[config.mk]
export PLATFORM = sky130hd
export DESIGN_NAME = l2_request_arbiter
export DESIGN_NICKNAME = d
export VERILOG_FILES = /design/src/rtl/l2_request_arbiter.sv
export SDC_FILE = /design/constraint.sdc
export NUM_CORES = 1
export LEC_CHECK = 0
export CAP_MARGIN = 5
export CELL_PAD_IN_SITES_DETAIL_PLACEMENT = 2
export CELL_PAD_IN_SITES_GLOBAL_PLACEMENT = 2
export CORE_AREA = 2 2 321 323
export CTS_BUF_LIST = sky130_fd_sc_hd__clkbuf_8 sky130_fd_sc_hd__clkbuf_16
export CTS_CLUSTER_DIAMETER = 40
export DETAILED_ROUTE_END_ITERATION = 10
export DIE_AREA = 0 0 323 325
export PLACE_DENSITY_LB_ADDON = 0.1
export SYNTH_ARGS = -nofsm -noshare
export SYNTH_HDL_FRONTEND = slang
export SYNTH_SLANG_ARGS = --single-unit
export TNS_END_PERCENT = 100
[constraint.sdc]
create_clock -name clk -period 4.2 [get_ports clk]
set_input_delay 1.26 -clock clk [delete_from_list [all_inputs] [get_ports clk]]
set_output_delay 1.26 -clock clk [all_outputs]
set_load 0.02 [all_outputs]
[src/rtl/l2_request_arbiter.sv]
// l2_request_arbiter: registered IF/MEM arbiter in front of the unified L2.
// MEM wins contention except when IF has lost STARVE_LIMIT contended rounds
// in a row. The grant is held until l2_resp, followed by one idle cycle.
module l2_request_arbiter #(
  parameter int unsigned STARVE_LIMIT = 4
) (
  input  logic         clk,
  input  logic         rst_n,
  input  logic [15:0]  IF_address,
  input  logic         IF_read,
  input  logic         IF_write,
  input  logic [127:0] IF_wdata,
  input  logic [15:0]  MEM_address,
  input  logic         MEM_read,
  input  logic         MEM_write,
  input  logic [127:0] MEM_wdata,
  input  logic         l2_resp,
  input  logic [127:0] l2_rdata,
  output logic         l2i_resp,
  output logic [127:0] l2i_rdata,
  output logic         l2d_resp,
  output logic [127:0] l2d_rdata,
  output logic [15:0]  l2_address,
  output logic         l2_read,
  output logic         l2_write,
  output logic [127:0] l2_wdata,
  output logic         busy
);

  typedef enum logic [1:0] {IDLE, GRANT_I, GRANT_D} state_t;

  localparam logic [3:0] LIMIT = 4'(STARVE_LIMIT);

  state_t       state_q, state_d;
  logic [15:0]  addr_q, addr_d;
  logic         rd_q, rd_d;
  logic         wr_q, wr_d;
  logic [127:0] wdata_q, wdata_d;
  logic [3:0]   streak_q, streak_d;

  logic req_i;
  logic req_d;

  assign req_i = IF_read | IF_write;
  assign req_d = MEM_read | MEM_write;

  // Next-state, grant selection, command latching and starvation streak.
  always_comb begin
    state_d  = state_q;
    addr_d   = addr_q;
    rd_d     = rd_q;
    wr_d     = wr_q;
    wdata_d  = wdata_q;
    streak_d = streak_q;
    case (state_q)
      IDLE: begin
        if (req_i && (!req_d || streak_q == LIMIT)) begin
          state_d  = GRANT_I;
          addr_d   = IF_address;
          wdata_d  = IF_wdata;
          wr_d     = IF_write;
          rd_d     = IF_read & ~IF_write;
          streak_d = '0;
        end else if (req_d) begin
          state_d  = GRANT_D;
          addr_d   = MEM_address;
          wdata_d  = MEM_wdata;
          wr_d     = MEM_write;
          rd_d     = MEM_read & ~MEM_write;
          if (req_i) begin
            streak_d = (streak_q == LIMIT) ? LIMIT : streak_q + 4'd1;
          end else begin
            streak_d = '0;
          end
        end
      end
      GRANT_I, GRANT_D: begin
        if (l2_resp) begin
          state_d = IDLE;
          addr_d  = '0;
          rd_d    = 1'b0;
          wr_d    = 1'b0;
          wdata_d = '0;
        end
      end
      default: begin
        state_d = IDLE;
      end
    endcase
  end

  // State and L2 command registers; reset abandons any transfer in flight.
  always_ff @(posedge clk or negedge rst_n) begin
    if (!rst_n) begin
      state_q  <= IDLE;
      addr_q   <= '0;
      rd_q     <= 1'b0;
      wr_q     <= 1'b0;
      wdata_q  <= '0;
      streak_q <= '0;
    end else begin
      state_q  <= state_d;
      addr_q   <= addr_d;
      rd_q     <= rd_d;
      wr_q     <= wr_d;
      wdata_q  <= wdata_d;
      streak_q <= streak_d;
    end
  end

  assign l2_address = addr_q;
  assign l2_read    = rd_q;
  assign l2_write   = wr_q;
  assign l2_wdata   = wdata_q;
  assign busy       = (state_q != IDLE);

  assign l2i_resp  = l2_resp & (state_q == GRANT_I);
  assign l2d_resp  = l2_resp & (state_q == GRANT_D);
  assign l2i_rdata = (state_q == GRANT_I) ? l2_rdata : '0;
  assign l2d_rdata = (state_q == GRANT_D) ? l2_rdata : '0;

endmodule

==> results.json <==
{
  "critPathRequiredTime_ns": 2.94,
  "die_h_um": 325,
  "port_buffers": 827,
  "cts_inserted_buffers": 17,
  "clkSinkCount": 152,
  "grt_first_pass_wirelength_um": 100000,
  "crit_path_end_kind": "output pin",
  "drc": 0,
  "io_pins": 828,
  "antenna_found_initial": 19,
  "fin_crit_sh": 0.966,
  "finClkSkew_ns": 0.0162,
  "hp-class": "register to register",
  "num_vias": 10373,
  "synth-edff-count": 0,
  "final_cells": 3160,
  "synthTopCellsByArea": "dfrtp_1 43%, and2_1 18%, mux2i_1 16%",
  "hold_viol_final": 0,
  "critPathMaxStageDelay_ns": 0.59,
  "cts_tree": "done",
  "cp_top_family": "buffers and inverters",
  "crit_top_cell": "clkdlybuf4s50_1",
  "finalWirelength_um": 74800,
  "gp_congestion": 0.907,
  "core_mm2": 0.101,
  "multi_input_area_mm2": 0.00468,
  "grt-ovfl-total": 0,
  "cts_hold_buf": 0,
  "grt_util_all_layers": 0.139,
  "rsz0062_at_grt": "no",
  "ys_async_sr_fraction": 1.00,
  "slew_headroom": 0.509,
  "synth_cells": 974,
  "routed_via_density": 3.28,
  "syn_area_mm2": 0.00894,
  "maxCapViolCount": 0,
  "ys_warn_count": 0,
  "p_per_area_mw_per_mm2": 609,
  "max_freq_mhz": 247,
  "critPathBufInv": 3,
  "clk_latency_ns": 0.49,
  "ys_seq_elements": 152,
  "drive_above_1_share": 0.0398,
  "finalSetupViolations": 0,
  "crit_fanout": 2,
  "first_global_vias": 11663,
  "dr.pass1.iters": 4,
  "hpwlAfterDp_um": 61700,
  "wl_per_cell_um": 23.7,
  "synth_fp_nets": 1402,
  "vdd_drop_max_v": 0.000322,
  "yosysMostFrequentCell": "and2_1",
  "cts.htree.levels": 4,
  "tns_ns": 0,
  "dieArea_mm2": 0.105,
  "tightestPinTransition_ns": 0.737,
  "ctsResizeCount": 0,
  "cp-start-kind": "input port",
  "synth_ff_type": "dfrtp_1",
  "p_leak_nw": 8.04,
  "crit_chain": "clkdlybuf4s50_1, and2_1, buf_12, clkdlybuf4s50_1",
  "start_util": 0.0883,
  "outcome": "finished clean",
  "num_rows": 117,
  "arrival_ns": 2.80,
  "synth_top_area_share": 0.425,
  "slew_viol_final": 0,
  "dp_cells": 3120,
  "clk_path_buf_depth": 2,
  "fp.dieW_um": 323,
  "ant_nets": 0,
  "postCtsSetupBuffers": 0,
  "ys_seq_area_frac": 0.425,
  "fillers": 11593,
  "cts-root-buf": "clkbuf_16",
  "nets": 2200,
  "synth_area_per_cell_um2": 9.18,
  "min_period_ns": 4.06,
  "clkTransAtPathRegs_ns": 0.07,
  "crit_type": "input port to output pin",
  "synth.largest_area_cell": "dfrtp_1",
  "area_delta_synth_final_pct": 118,
  "ys_types": 38,
  "synth_common_cells": "258 x and2_1, 152 x dfrtp_1, 151 x nand2_1",
  "slowest_stage": "clkdlybuf4s50_1",
  "regArea_mm2": 0.00380,
  "grt_max_degree": 97,
  "first_iter_violations": 284
}
## state kept, by name, summed over array words and instances (netlist names)
name and flops:
state_q 2, l2_read 1, l2_address 16, l2_write 1, l2_wdata 128, streak_q 4
## routing by layer
layer / global-route usage / wire [µm] / vias up
li1: - / - / 4815
met1: 0.139 / 26500 / 5010
met2: 0.259 / 39900 / 462
met3: 0.0603 / 7010 / 64
met4: 0.0347 / 1200 / 22
met5: 0.00370 / 161 / -
## cell usage in the layout (no fill, tap or decap), drive strengths merged, types with 4 or more instances in the layout
| master | Yosys | layout |
|---|---|---|
| nor2 | 4 | 4 |
| nand2 | 151 | 151 |
| mux2i | 144 | 144 |
| clkbuf | 43 | 17 |
| clkdlybuf4s50 | 0 | 824 |
| ha | 5 | 5 |
| clkinvlp | 0 | 5 |
| o21ai | 152 | 152 |
| diode | 0 | 7 |
| buf | 34 | 32 |
| dfrtp | 152 | 152 |
| inv | 7 | 14 |
| and2 | 258 | 258 |
## tightest hold or removal path: cells and delay by family, from the launching register on
family,cells,cell delay (ns)
DFF,1,0.34
AOI/OAI and AO/OA,1,0.06
and+or+nand+nor,1,0.05
## logic make-up after synthesis
kind of cell             count (synthesis)  synth area share
AO/OA/AOI/OAI                          161            0.0944
adder cells (fa/ha/maj)                  5           0.00699
buffers and inverters                   84            0.0553
flip-flops                             152             0.425
multiplexers                           144             0.161
AND/OR/NAND/NOR                        428             0.257
## report_power, final
group | switching, mW | internal (mW)
Combinational | 4.58 | 3.30
Clock | 0.804 | 0.829
Sequential | 0.318 | 2.07
## layout make-up
class                           count  area share
Clock inverter                     15     0.00749
Clock buffer                       17      0.0218
Timing Repair Buffer              856       0.446
Inverter                            7     0.00135
Antenna cell                        7    0.000897
Multi-Input combinational cell    738       0.240
Tap cell                         1368      0.0876
Sequential cell                   152       0.195
## worst paths after layout
kind / from / end / cells after the start / slack [ns]
max: l2_rdata[67] / l2i_rdata[67] / 4 / 0.14
min: l2_wdata[83]$_DFFE_PN0P_ / l2_wdata[83]$_DFFE_PN0P_ / 2 / 0.48
min reg2reg: l2_wdata[83]$_DFFE_PN0P_ / l2_wdata[83]$_DFFE_PN0P_ / 2 / 0.48
max reg2reg: streak_q[0]$_DFFE_PN0P_ / l2_wdata[106]$_DFFE_PN0P_ / 8 / 1.78
min in group asynchronous: rst_n / l2_wdata[118]$_DFFE_PN0P_ / 1 / 0.74
max in group asynchronous: rst_n / l2_wdata[93]$_DFFE_PN0P_ / 2 / 2.59
## metrics by stage
step	util	hold WS, ns	instance area [µm²]	power, mW	worst slack (ns)
global route	0.193	0.508	19500	12.8	0.0383
finish	0.193	0.485	19500	11.9	0.144
global placement	0.187	0.469	18900	10.5	0.101
detailed placement	0.187	0.477	18900	10.5	0.107
CTS	0.192	0.491	19500	12.3	0.00183
floorplan	-	0.482	8940	6.12	1.46
No activity file was read; power rests on OpenSTA's default activity.
==> patch (config.mk and constraints unchanged) <==
Make the reset (`rst_n`) synchronous in one clocked block.
--- a/src/rtl/l2_request_arbiter.sv
+++ b/src/rtl/l2_request_arbiter.sv
@@ -92,3 +92,3 @@
   // State and L2 command registers; reset abandons any transfer in flight.
-  always_ff @(posedge clk or negedge rst_n) begin
+  always_ff @(posedge clk) begin
     if (!rst_n) begin
Check against the original RTL: differs if rst_n is asserted again (counterexample within 4 cycles, from zero or initial values and one cycle with rst_n low); with rst_n held inactive, the same outputs for 4 cycles.
==> patch against the unedited design <==
- utilization shrank 0.42 points
- setup slack gained 47 ps
- final cell count shrank 4.7%
- routed wire length shrank 12%
- synthesized area shrank 3.0%
- critical path depth shrank 1
- hold slack lost 20 ps
- final area shrank 2.2%
- first-iteration DRC count shrank 42%
- sequential cell count is the same
- largest cell class unchanged
Power is not compared: it rests on default switching activity, and its combinational part moved more than twofold at a synthesized area within 25%.
==> patch: results (changes against the unedited design) <==
stage	metric	value	unit	change
layout	fraction of area in multi-input gates	26.52	%	+2.5 points
synthesis	post-synthesis compound-gate area fraction	20.02	%	+11 points
placement	Inst Count DP	2975		-4.6%
global_route	number of global-route vias before repair	11120		-4.7%
global_route	met3 GRT Util	5.715	%	-0.32 points
layout	multi-input gate count	596		-19%
layout	Non-clk bufs	853		-0.35%
placement	Setup WS pre-CTS	177.4	ps	+70.81 ps
layout	clock network area share	3.118	%	+0.19 points
layout	Non-Clock Buffer Area Fraction	45.25	%	+0.62 points
global_route	M2 GR Usage	24.03	%	-1.9 points
layout	sequential cell area share	15.93	%	-3.5 points
global_route	GRT Total Usage	12.15	%	-1.8 points
setup_path	R2R depth	7		-1
synthesis	Commonest cells post-synth	and2_1, dfxtp_1, mux2i_1		
layout	nets	2054		-6.6%
layout	n_diodes	8		+1
synthesis	most common flop cell mapped by yosys	dfxtp_1		
drt	violation count after the first detailed-route iteration	165		-42%
setup_path	max incr delay on CP	640	ps	+50 ps
global_route	GR Layer Usage met1	10.48	%	-3.4 points
setup_path	Critical R2R Capture	l2_wdata[101]		
global_route	largest net degree at the start of global routing	77		-21%
synthesis	Seq/Total Area, Yosys	35.08	%	-7.5 points
synthesis	multiplexer share of the synthesized area	16.75	%	+0.63 points
setup_path	Worst Path Arrival	2750	ps	-50 ps
synthesis	top cells by area, synth	dfxtp_1, and2_1, mux2i_1, o2bb2ai_1, o2bb2ai_2		
global_route	first-pass GRT wire length	88830	um	-11%
setup_path	RR Startpoint	state_q[0]		
synthesis	Mapped Area	8675	um^2	-3.0%
drt	vias per inst	3.224		-1.8%
synthesis	Synth Area in Adders	0.7212	%	+0.022 points
timing	worst slew pin tran	584.2	ps	-152.4 ps
outcome	outcome	complete, no violations		
drt	met2 WL post-DR	36650	um	-8.1%
timing	Tmin final	4009	ps	-47.22 ps
layout	inverters	6		-1
synthesis	Synthesized Nets	1260		-10%
layout	# clk buffers	18		+1
setup_path	worst reg2reg setup slack	1830	ps	+50 ps
layout	ratio of cells with drive above 1 in the final layout	7.462	%	+3.5 points
placement	post-DP HPWL	54650	um	-11%
placement	DP Area	18490	um^2	-2.3%
-- patch: cell types whose count changed after synthesis, moves of 6 or more --
cell and change:
buf_12 -6, clkbuf_4 -8, o2bb2ai_2 +50, dfxtp_1 +152, buf_8 +13, o2bb2ai_1 +95
nand2_1 -149, o21ai_1 -147, buf_6 +13, clkbuf_1 -6, dfrtp_1 -152
-- patch: worst min path at each step --
stage	start	end	slack, ps	cells past startpoint
6_report	l2_wdata[11]	l2_wdata[11]	470	1
5_1_grt	l2_wdata[54]	l2_wdata[54]	480	1
4_1_cts	l2_wdata[29]	l2_wdata[29]	470	1
3_5_place_dp	l2_wdata[27]	l2_wdata[27]	450	1
3_3_place_gp	l2_wdata[18]	l2_wdata[18]	440	1
2_1_floorplan	streak_q[1]	streak_q[1]	470	2
-- patch: power breakdown --
group,switching (mW),internal (mW)
Combinational,1.22,1.20
Sequential,0.118,1.64
Clock,0.701,0.990
-- patch: critical path: cells and delay by family --
family        cells  cell delay, ps
buf+inv           2            1260
simple gates      1             230
